==> src/rtl/cu_ext_pkg.sv <==
// Shared encodings for the second-generation accumulator control unit:
// opcodes, FSM state codes, ALU/accumulator-mux codes and decode classes.
package cu_ext_pkg;

  // Opcodes; anything with a bit above bit 3 set is illegal as well
  localparam logic [3:0] OP_LOAD  = 4'd0;
  localparam logic [3:0] OP_STORE = 4'd1;
  localparam logic [3:0] OP_ADD   = 4'd2;
  localparam logic [3:0] OP_SUB   = 4'd3;
  localparam logic [3:0] OP_IN    = 4'd4;
  localparam logic [3:0] OP_JZ    = 4'd5;
  localparam logic [3:0] OP_JPOS  = 4'd6;
  localparam logic [3:0] OP_HALT  = 4'd7;
  localparam logic [3:0] OP_AND   = 4'd8;
  localparam logic [3:0] OP_OR    = 4'd9;
  localparam logic [3:0] OP_SHL   = 4'd10;
  localparam logic [3:0] OP_SHR   = 4'd11;
  localparam logic [3:0] OP_JMP   = 4'd12;
  localparam logic [3:0] OP_JNEG  = 4'd13;
  localparam logic [3:0] OP_NOP   = 4'd14;

  // FSM state codes, visible on the debug port
  typedef enum logic [2:0] {
    S_START  = 3'd0,
    S_FETCH  = 3'd1,
    S_DECODE = 3'd2,
    S_MEMOP  = 3'd3,
    S_EXEC   = 3'd4,
    S_INPUT  = 3'd5,
    S_HALT   = 3'd6,
    S_ERR    = 3'd7
  } state_t;

  // ALU function codes
  localparam logic [2:0] ALU_PASS = 3'b000;
  localparam logic [2:0] ALU_ADD  = 3'b001;
  localparam logic [2:0] ALU_SUB  = 3'b010;
  localparam logic [2:0] ALU_AND  = 3'b011;
  localparam logic [2:0] ALU_OR   = 3'b100;
  localparam logic [2:0] ALU_SHL  = 3'b101;
  localparam logic [2:0] ALU_SHR  = 3'b110;

  // Accumulator source select
  localparam logic [1:0] ASEL_ALU = 2'b00;
  localparam logic [1:0] ASEL_IN  = 2'b01;
  localparam logic [1:0] ASEL_MEM = 2'b10;

  // Which state an opcode is routed to after DECODE
  typedef enum logic [2:0] {
    CLS_MEM   = 3'd0,
    CLS_INPUT = 3'd1,
    CLS_EXEC  = 3'd2,
    CLS_HALT  = 3'd3,
    CLS_ILL   = 3'd4
  } op_class_t;

  // Branch condition selector for the jump opcodes
  typedef enum logic [2:0] {
    JC_NONE   = 3'd0,
    JC_ZERO   = 3'd1,
    JC_POS    = 3'd2,
    JC_ALWAYS = 3'd3,
    JC_NEG    = 3'd4
  } jcond_t;

  // Resolve a branch condition against the accumulator status flags;
  // "negative" means neither zero nor positive
  function automatic logic jump_taken(input jcond_t jc, input logic aeq0, input logic apos);
    case (jc)
      JC_ZERO:   return aeq0;
      JC_POS:    return apos;
      JC_ALWAYS: return 1'b1;
      JC_NEG:    return !aeq0 && !apos;
      default:   return 1'b0;
    endcase
  endfunction

endpackage

==> src/rtl/cu_ext_decode.sv <==
// Combinational opcode decoder shared by the DECODE, MEMOP and EXEC logic.
module cu_ext_decode
  import cu_ext_pkg::*;
#(
  parameter int OP_W = 4
) (
  input  logic [OP_W-1:0] ir,
  output op_class_t       op_class,
  output logic [2:0]      alu_op,
  output logic [1:0]      asel,
  output logic            is_store,
  output jcond_t          jcond,
  output logic            illegal
);

  logic       upper_set;
  logic [3:0] low_op;

  assign upper_set = (ir >> 4) != '0;
  assign low_op    = ir[3:0];

  // Map the opcode onto its routing class and datapath control fields
  always_comb begin
    op_class = CLS_ILL;
    alu_op   = ALU_PASS;
    asel     = ASEL_ALU;
    is_store = 1'b0;
    jcond    = JC_NONE;
    illegal  = 1'b0;
    if (upper_set) begin
      illegal = 1'b1;
    end else begin
      case (low_op)
        OP_LOAD:  begin op_class = CLS_MEM;  asel = ASEL_MEM; end
        OP_STORE: begin op_class = CLS_MEM;  is_store = 1'b1; end
        OP_ADD:   begin op_class = CLS_MEM;  alu_op = ALU_ADD; end
        OP_SUB:   begin op_class = CLS_MEM;  alu_op = ALU_SUB; end
        OP_AND:   begin op_class = CLS_MEM;  alu_op = ALU_AND; end
        OP_OR:    begin op_class = CLS_MEM;  alu_op = ALU_OR;  end
        OP_IN:    begin op_class = CLS_INPUT; asel = ASEL_IN;  end
        OP_JZ:    begin op_class = CLS_EXEC; jcond = JC_ZERO;   end
        OP_JPOS:  begin op_class = CLS_EXEC; jcond = JC_POS;    end
        OP_JMP:   begin op_class = CLS_EXEC; jcond = JC_ALWAYS; end
        OP_JNEG:  begin op_class = CLS_EXEC; jcond = JC_NEG;    end
        OP_SHL:   begin op_class = CLS_EXEC; alu_op = ALU_SHL;  end
        OP_SHR:   begin op_class = CLS_EXEC; alu_op = ALU_SHR;  end
        OP_NOP:   begin op_class = CLS_EXEC; end
        OP_HALT:  begin op_class = CLS_HALT; end
        default:  begin illegal = 1'b1; end
      endcase
    end
  end

endmodule

==> src/rtl/cu_ext.sv <==
// Second-generation control unit for the accumulator processor: fetch/decode/
// execute FSM with a memory request/ready handshake and a timeout watchdog.
module cu_ext
  import cu_ext_pkg::*;
#(
  parameter int OP_W        = 4,
  parameter int MEM_TIMEOUT = 255
) (
  input  logic            clk,
  input  logic            reset,
  input  logic            enter,
  input  logic            aeq0,
  input  logic            apos,
  input  logic [OP_W-1:0] ir,
  input  logic            mem_ready,
  input  logic            resume,
  output logic            ir_load,
  output logic            pc_load,
  output logic            jmp_mux,
  output logic            mem_inst,
  output logic            mem_wr,
  output logic            mem_req,
  output logic            aload,
  output logic [1:0]      asel,
  output logic [2:0]      alu_op,
  output logic            halt,
  output logic            err,
  output logic [2:0]      state
);

  // A disabled watchdog still keeps a one-bit counter so the width is legal
  localparam int CNT_W = (MEM_TIMEOUT > 0) ? $clog2(MEM_TIMEOUT + 1) : 1;

  state_t           state_q;
  state_t           state_n;
  logic [CNT_W-1:0] wd_cnt;
  logic             waiting;
  logic             timeout;

  op_class_t dec_class;
  logic [2:0] dec_alu_op;
  logic [1:0] dec_asel;
  logic       dec_store;
  jcond_t     dec_jcond;
  logic       dec_illegal;

  cu_ext_decode #(.OP_W(OP_W)) u_decode (
    .ir       (ir),
    .op_class (dec_class),
    .alu_op   (dec_alu_op),
    .asel     (dec_asel),
    .is_store (dec_store),
    .jcond    (dec_jcond),
    .illegal  (dec_illegal)
  );

  assign state   = state_q;
  assign waiting = (state_q == S_FETCH) || (state_q == S_MEMOP);

  // The watchdog fires on the cycle whose increment would make the counter
  // reach MEM_TIMEOUT, so memory gets exactly MEM_TIMEOUT unanswered cycles
  assign timeout = (MEM_TIMEOUT != 0) && waiting && !mem_ready &&
                   ((int'(wd_cnt) + 1) == MEM_TIMEOUT);

  // State register with synchronous active-low reset
  always_ff @(posedge clk) begin
    if (!reset) state_q <= S_START;
    else        state_q <= state_n;
  end

  // Watchdog counter: counts unanswered handshake cycles, clears otherwise
  always_ff @(posedge clk) begin
    if (!reset)                                       wd_cnt <= '0;
    else if (MEM_TIMEOUT == 0 || !waiting || mem_ready) wd_cnt <= '0;
    else                                              wd_cnt <= wd_cnt + 1'b1;
  end

  // Next-state and combinational output decode
  always_comb begin
    state_n  = state_q;
    ir_load  = 1'b0;
    pc_load  = 1'b0;
    jmp_mux  = 1'b0;
    mem_inst = 1'b0;
    mem_wr   = 1'b0;
    mem_req  = 1'b0;
    aload    = 1'b0;
    asel     = ASEL_ALU;
    alu_op   = ALU_PASS;
    halt     = 1'b0;
    err      = 1'b0;
    case (state_q)
      S_START: state_n = S_FETCH;
      S_FETCH: begin
        mem_req = 1'b1;
        if (mem_ready) begin
          ir_load = 1'b1;
          pc_load = 1'b1;
          state_n = S_DECODE;
        end else if (timeout) begin
          state_n = S_ERR;
        end
      end
      S_DECODE: begin
        mem_inst = 1'b1;
        if (dec_illegal) state_n = S_ERR;
        else begin
          case (dec_class)
            CLS_MEM:   state_n = S_MEMOP;
            CLS_INPUT: state_n = S_INPUT;
            CLS_EXEC:  state_n = S_EXEC;
            CLS_HALT:  state_n = S_HALT;
            default:   state_n = S_ERR;
          endcase
        end
      end
      S_MEMOP: begin
        mem_req  = 1'b1;
        mem_inst = 1'b1;
        mem_wr   = dec_store;
        if (mem_ready) begin
          if (!dec_store) begin
            aload  = 1'b1;
            asel   = dec_asel;
            alu_op = dec_alu_op;
          end
          state_n = S_START;
        end else if (timeout) begin
          state_n = S_ERR;
        end
      end
      S_EXEC: begin
        if (dec_jcond != JC_NONE) begin
          jmp_mux = 1'b1;
          pc_load = jump_taken(dec_jcond, aeq0, apos);
        end else if (dec_class == CLS_EXEC && dec_alu_op != ALU_PASS) begin
          aload  = 1'b1;
          asel   = ASEL_ALU;
          alu_op = dec_alu_op;
        end
        state_n = S_START;
      end
      S_INPUT: begin
        asel  = ASEL_IN;
        aload = 1'b1;
        if (enter) state_n = S_START;
      end
      S_HALT: begin
        halt = 1'b1;
        if (resume) state_n = S_START;
      end
      S_ERR: begin
        halt = 1'b1;
        err  = 1'b1;
      end
      default: state_n = S_START;
    endcase
  end

endmodule
==> config.mk <==
export PLATFORM = sky130hd
export DESIGN_NAME = cu_ext
export DESIGN_NICKNAME = d
export VERILOG_FILES = /design/src/rtl/cu_ext_pkg.sv /design/src/rtl/cu_ext_decode.sv /design/src/rtl/cu_ext.sv
export SDC_FILE = /design/constraint.sdc
export NUM_CORES = 1
export LEC_CHECK = 0
export BUFFER_PORTS_ARGS = -buffer_cell sky130_fd_sc_hd__buf_4
export CAP_MARGIN = 0
export CORE_MARGIN = 3
export CORE_UTILIZATION = 35
export CTS_CLUSTER_SIZE = 25
export DETAILED_ROUTE_END_ITERATION = 10
export PLACE_DENSITY_LB_ADDON = 0.3
export RECOVER_POWER = 50
export SETUP_SLACK_MARGIN = 0.1
export SLEW_MARGIN = 40
export SYNTH_ARGS = -nofsm -noshare
export SYNTH_HDL_FRONTEND = slang
export SYNTH_SLANG_ARGS = --single-unit
==> constraint.sdc <==
create_clock -name clk -period 2.7 [get_ports clk]
set_input_delay 0 -clock clk [delete_from_list [all_inputs] [get_ports clk]]
set_output_delay 0 -clock clk [all_outputs]
set_load 0.02 [all_outputs]
==> reports/qor.csv <==
stage,metric,value,unit
critical_path,crit_start,state[0],
synth,ys_seq_elements,11,
synth,synthCells,131,
drt,wire_per_inst,12.2,um
grt,grt_pass1_vias,864,
die,num_rows,18,
power,power,0.367,mW
critical_path,worstPathMaxFanout,13,
sta,fmax,0.511,GHz
synth,async_flop_share,0,
die,die_area,3310,um2
clocking,h-tree-depth,1,
clocking,cts_root_buffer,clkbuf_4,
power,power.net_switching,0.114,mW
drt,drc,0,
die,die_h,57.6,um
sta,skew,14.3,ps
synth,synthesis.area,931,um2
min_path,holdCritPathClass,primary input to flop,
placement,place_ws,990,ps
power,powerDensity,323,nW/um2
clocking,post_cts_buffers,0,
clocking,cts_buffers,3,
flow_run,drv_cap,0,
critical_path,rr_startpoint,wd_cnt[0],
synth,synth_cell_types,39,
sta,rsz0062_at_grt,no,
critical_path,r2r_end,state[1],
drt,via_count,999,
clocking,cts_tree,done,
power,swShare,0.309,
placement,gp_routability_congestion,0.873,
finish,drive_gt1_frac,0.186,
finish,n_antenna_cell,0,
drt,drtAntennaViolNets,0,
drt,first_pass_iters,4,
power,vdd_drop_max,0.252,mV
power,power_frac_comb,0.212,
clocking,path_clk_slew,80,ps
power,cellInternalPower,0.254,mW
clocking,cts.sinks,11,
placement,dp_hpwl,1.66,mm
grt,grt_pass1_wl,3.85,mm
grt,grt_start_max_net_pins,17,
sta,worst_slack,742,ps
critical_path,critPathCaptureType,output port,
sta,tns,0,ps
critical_path,cp-start-kind,flop,
clocking,clkLatencyLatePin,280,ps
critical_path,crit_type,flop to output port,
critical_path,worstPathRequired,2700,ps
power,clock_power_share,0.316,
drt,routed_wl,2.27,mm
synth,synth_warnings,0,
die,core,2500,um2
synth,yosysSeqAreaShare,0.237,
power,leakage,0.486,nW
finish,final_area,1140,um2
drt,routed_via_density,5.37,
min_path,worstHoldPathCells,3,
sta,setup_viol,0,
synth,synth_ff_type,dfxtp_1,
critical_path,reg2reg_setup_slack,930,ps
grt,antenna_found_initial,0,
sta,worst_pin_slew,461,ps
die,die_w,57.6,um
finish,area_growth_syn_to_layout,22.3,%
finish,final_util,0.455,
critical_path,reg2reg_depth,6,
critical_path,worstPathArrival,1960,ps
die,start_util,0.372,
die,io-pin-count,28,
min_path,min_from,resume,
finish,final_nets,170,
synth,synth_edf_count,0,
drt,drt_iter0_markers,20,
power,seq_power_share,0.472,
sta,hold_viol_final,0,
synth,synth_nets,144,
placement,port-buffer-count,27,
grt,grt_usage,0.142,
min_path,hold_path_end,state[0],
grt,grt_overflow_total,0,
finish,nFillCells,267,
clocking,clk_path_buf_depth,2,
sta,period_needed,1960,ps
placement,place_area,1130,um2
synth,syn_area_per_cell,7.11,um2
outcome,status,"finished, final reports clean",
sta,finalMaxSlewViolations,0,
sta,slew_headroom,0.693,
sta,fin_crit_sh,0.725,
==> power groups by stage <==
stage               combinational (mW)  clock [mW]  sequential [mW]
finish                          0.0779       0.116            0.174
floorplan                       0.0526           0            0.175
global route                    0.0853       0.128            0.175
detailed placement              0.0794           0            0.177
CTS                             0.0809       0.118            0.173
global placement                0.0790           0            0.177
==> cell usage in the layout, fill, tap and decap left out, drive strengths merged, types with 2 or more instances in the layout <==
master  count
nand4       2
nor3b       4
inv         3
xor2        4
and4b       2
nor2b       3
and2        2
o21ai       8
nand2b      4
and3        3
buf        20
dfxtp      11
ha          2
clkbuf     10
a21oi      15
and2b       4
nor2       12
nor3        5
nand3       6
nand2      17
nand3b      2
==> cells in the mapped netlist (2+ instances only) <==
cell      count  share of area
and3_1        3          0.020
nand4_1       2          0.013
nand3_1       6          0.032
nor3_1        5          0.027
and4b_1       2          0.022
nand2_1      17          0.069
and2b_2       2          0.019
a21oi_1      15          0.081
xor2_1        4          0.038
nand3b_1      2          0.016
dfxtp_1      11           0.24
inv_1         3          0.012
nor2_1       12          0.048
clkbuf_1      5          0.020
nor3b_1       4          0.032
ha_1          2          0.027
and2b_1       2          0.016
nor2b_1       3          0.020
nand2b_1      4          0.027
o21ai_0       8          0.043
==> layout make-up <==
type	count	area, um2	share of cell area
tap	30	37.5	0.0330
timing repair buffer	28	186	0.164
inverter	3	11.3	0.00989
clock inverter	1	5.00	0.00440
multi-input combinational	110	656	0.576
sequential	11	220	0.193
clock buffer	3	22.5	0.0198
==> metal layers <==
layer	vias to the layer above	track usage	part of all wire
li1	514	-	-
met1	464	0.209	0.48
met2	19	0.210	0.47
met3	2	0.0339	0.034
met4	0	0.0298	0.0075
met5	-	0	0
==> how the worst max path moves through the flow <==
stage | slack, ps | to
finish | 740 | alu_op[1]
global route | 520 | alu_op[1]
CTS | 760 | alu_op[1]
detailed placement | 990 | state[1]
global placement | 1050 | state[1]
floorplan | 1020 | alu_op[1]
==> worst max-delay path: stages, from the launching register on <==
cell	delay, ps
dfxtp_1	580
and2b_1	290
nand3_1	190
a21oi_1	190
a21oi_1	80
nor3_1	180
buf_4	170
==> logic make-up after synthesis <==
family | Yosys count | share of synthesized area
AOI/OAI and AO/OA | 33 | 0.212
xor gates and xnor gates | 5 | 0.0470
adders and majority gates | 2 | 0.0269
buffers and inverters | 10 | 0.0591
DFF | 11 | 0.237
muxes | 2 | 0.0228
and+or+nand+nor | 68 | 0.395
==> timing repair <==
action / CTS / global route
resized for setup: 0 / 0
hold buffers: 1 / 0
endpoints found under the hold margin: 2 / 0
endpoints found under the setup margin: 0 / 0
==> metrics by stage <==
step / cells / hold slack (ps)
after global placement: 181 / 276
final: 186 / 9.91
after global routing: 186 / 11.6
after detailed placement: 181 / 283
after CTS: 186 / 11.9
after floorplan: 131 / 129
==> sequential cells by signal (all words and copies together) (netlist names) <==
name / count
state: 3
wd_cnt: 8
(Power assumes the default switching activity.)
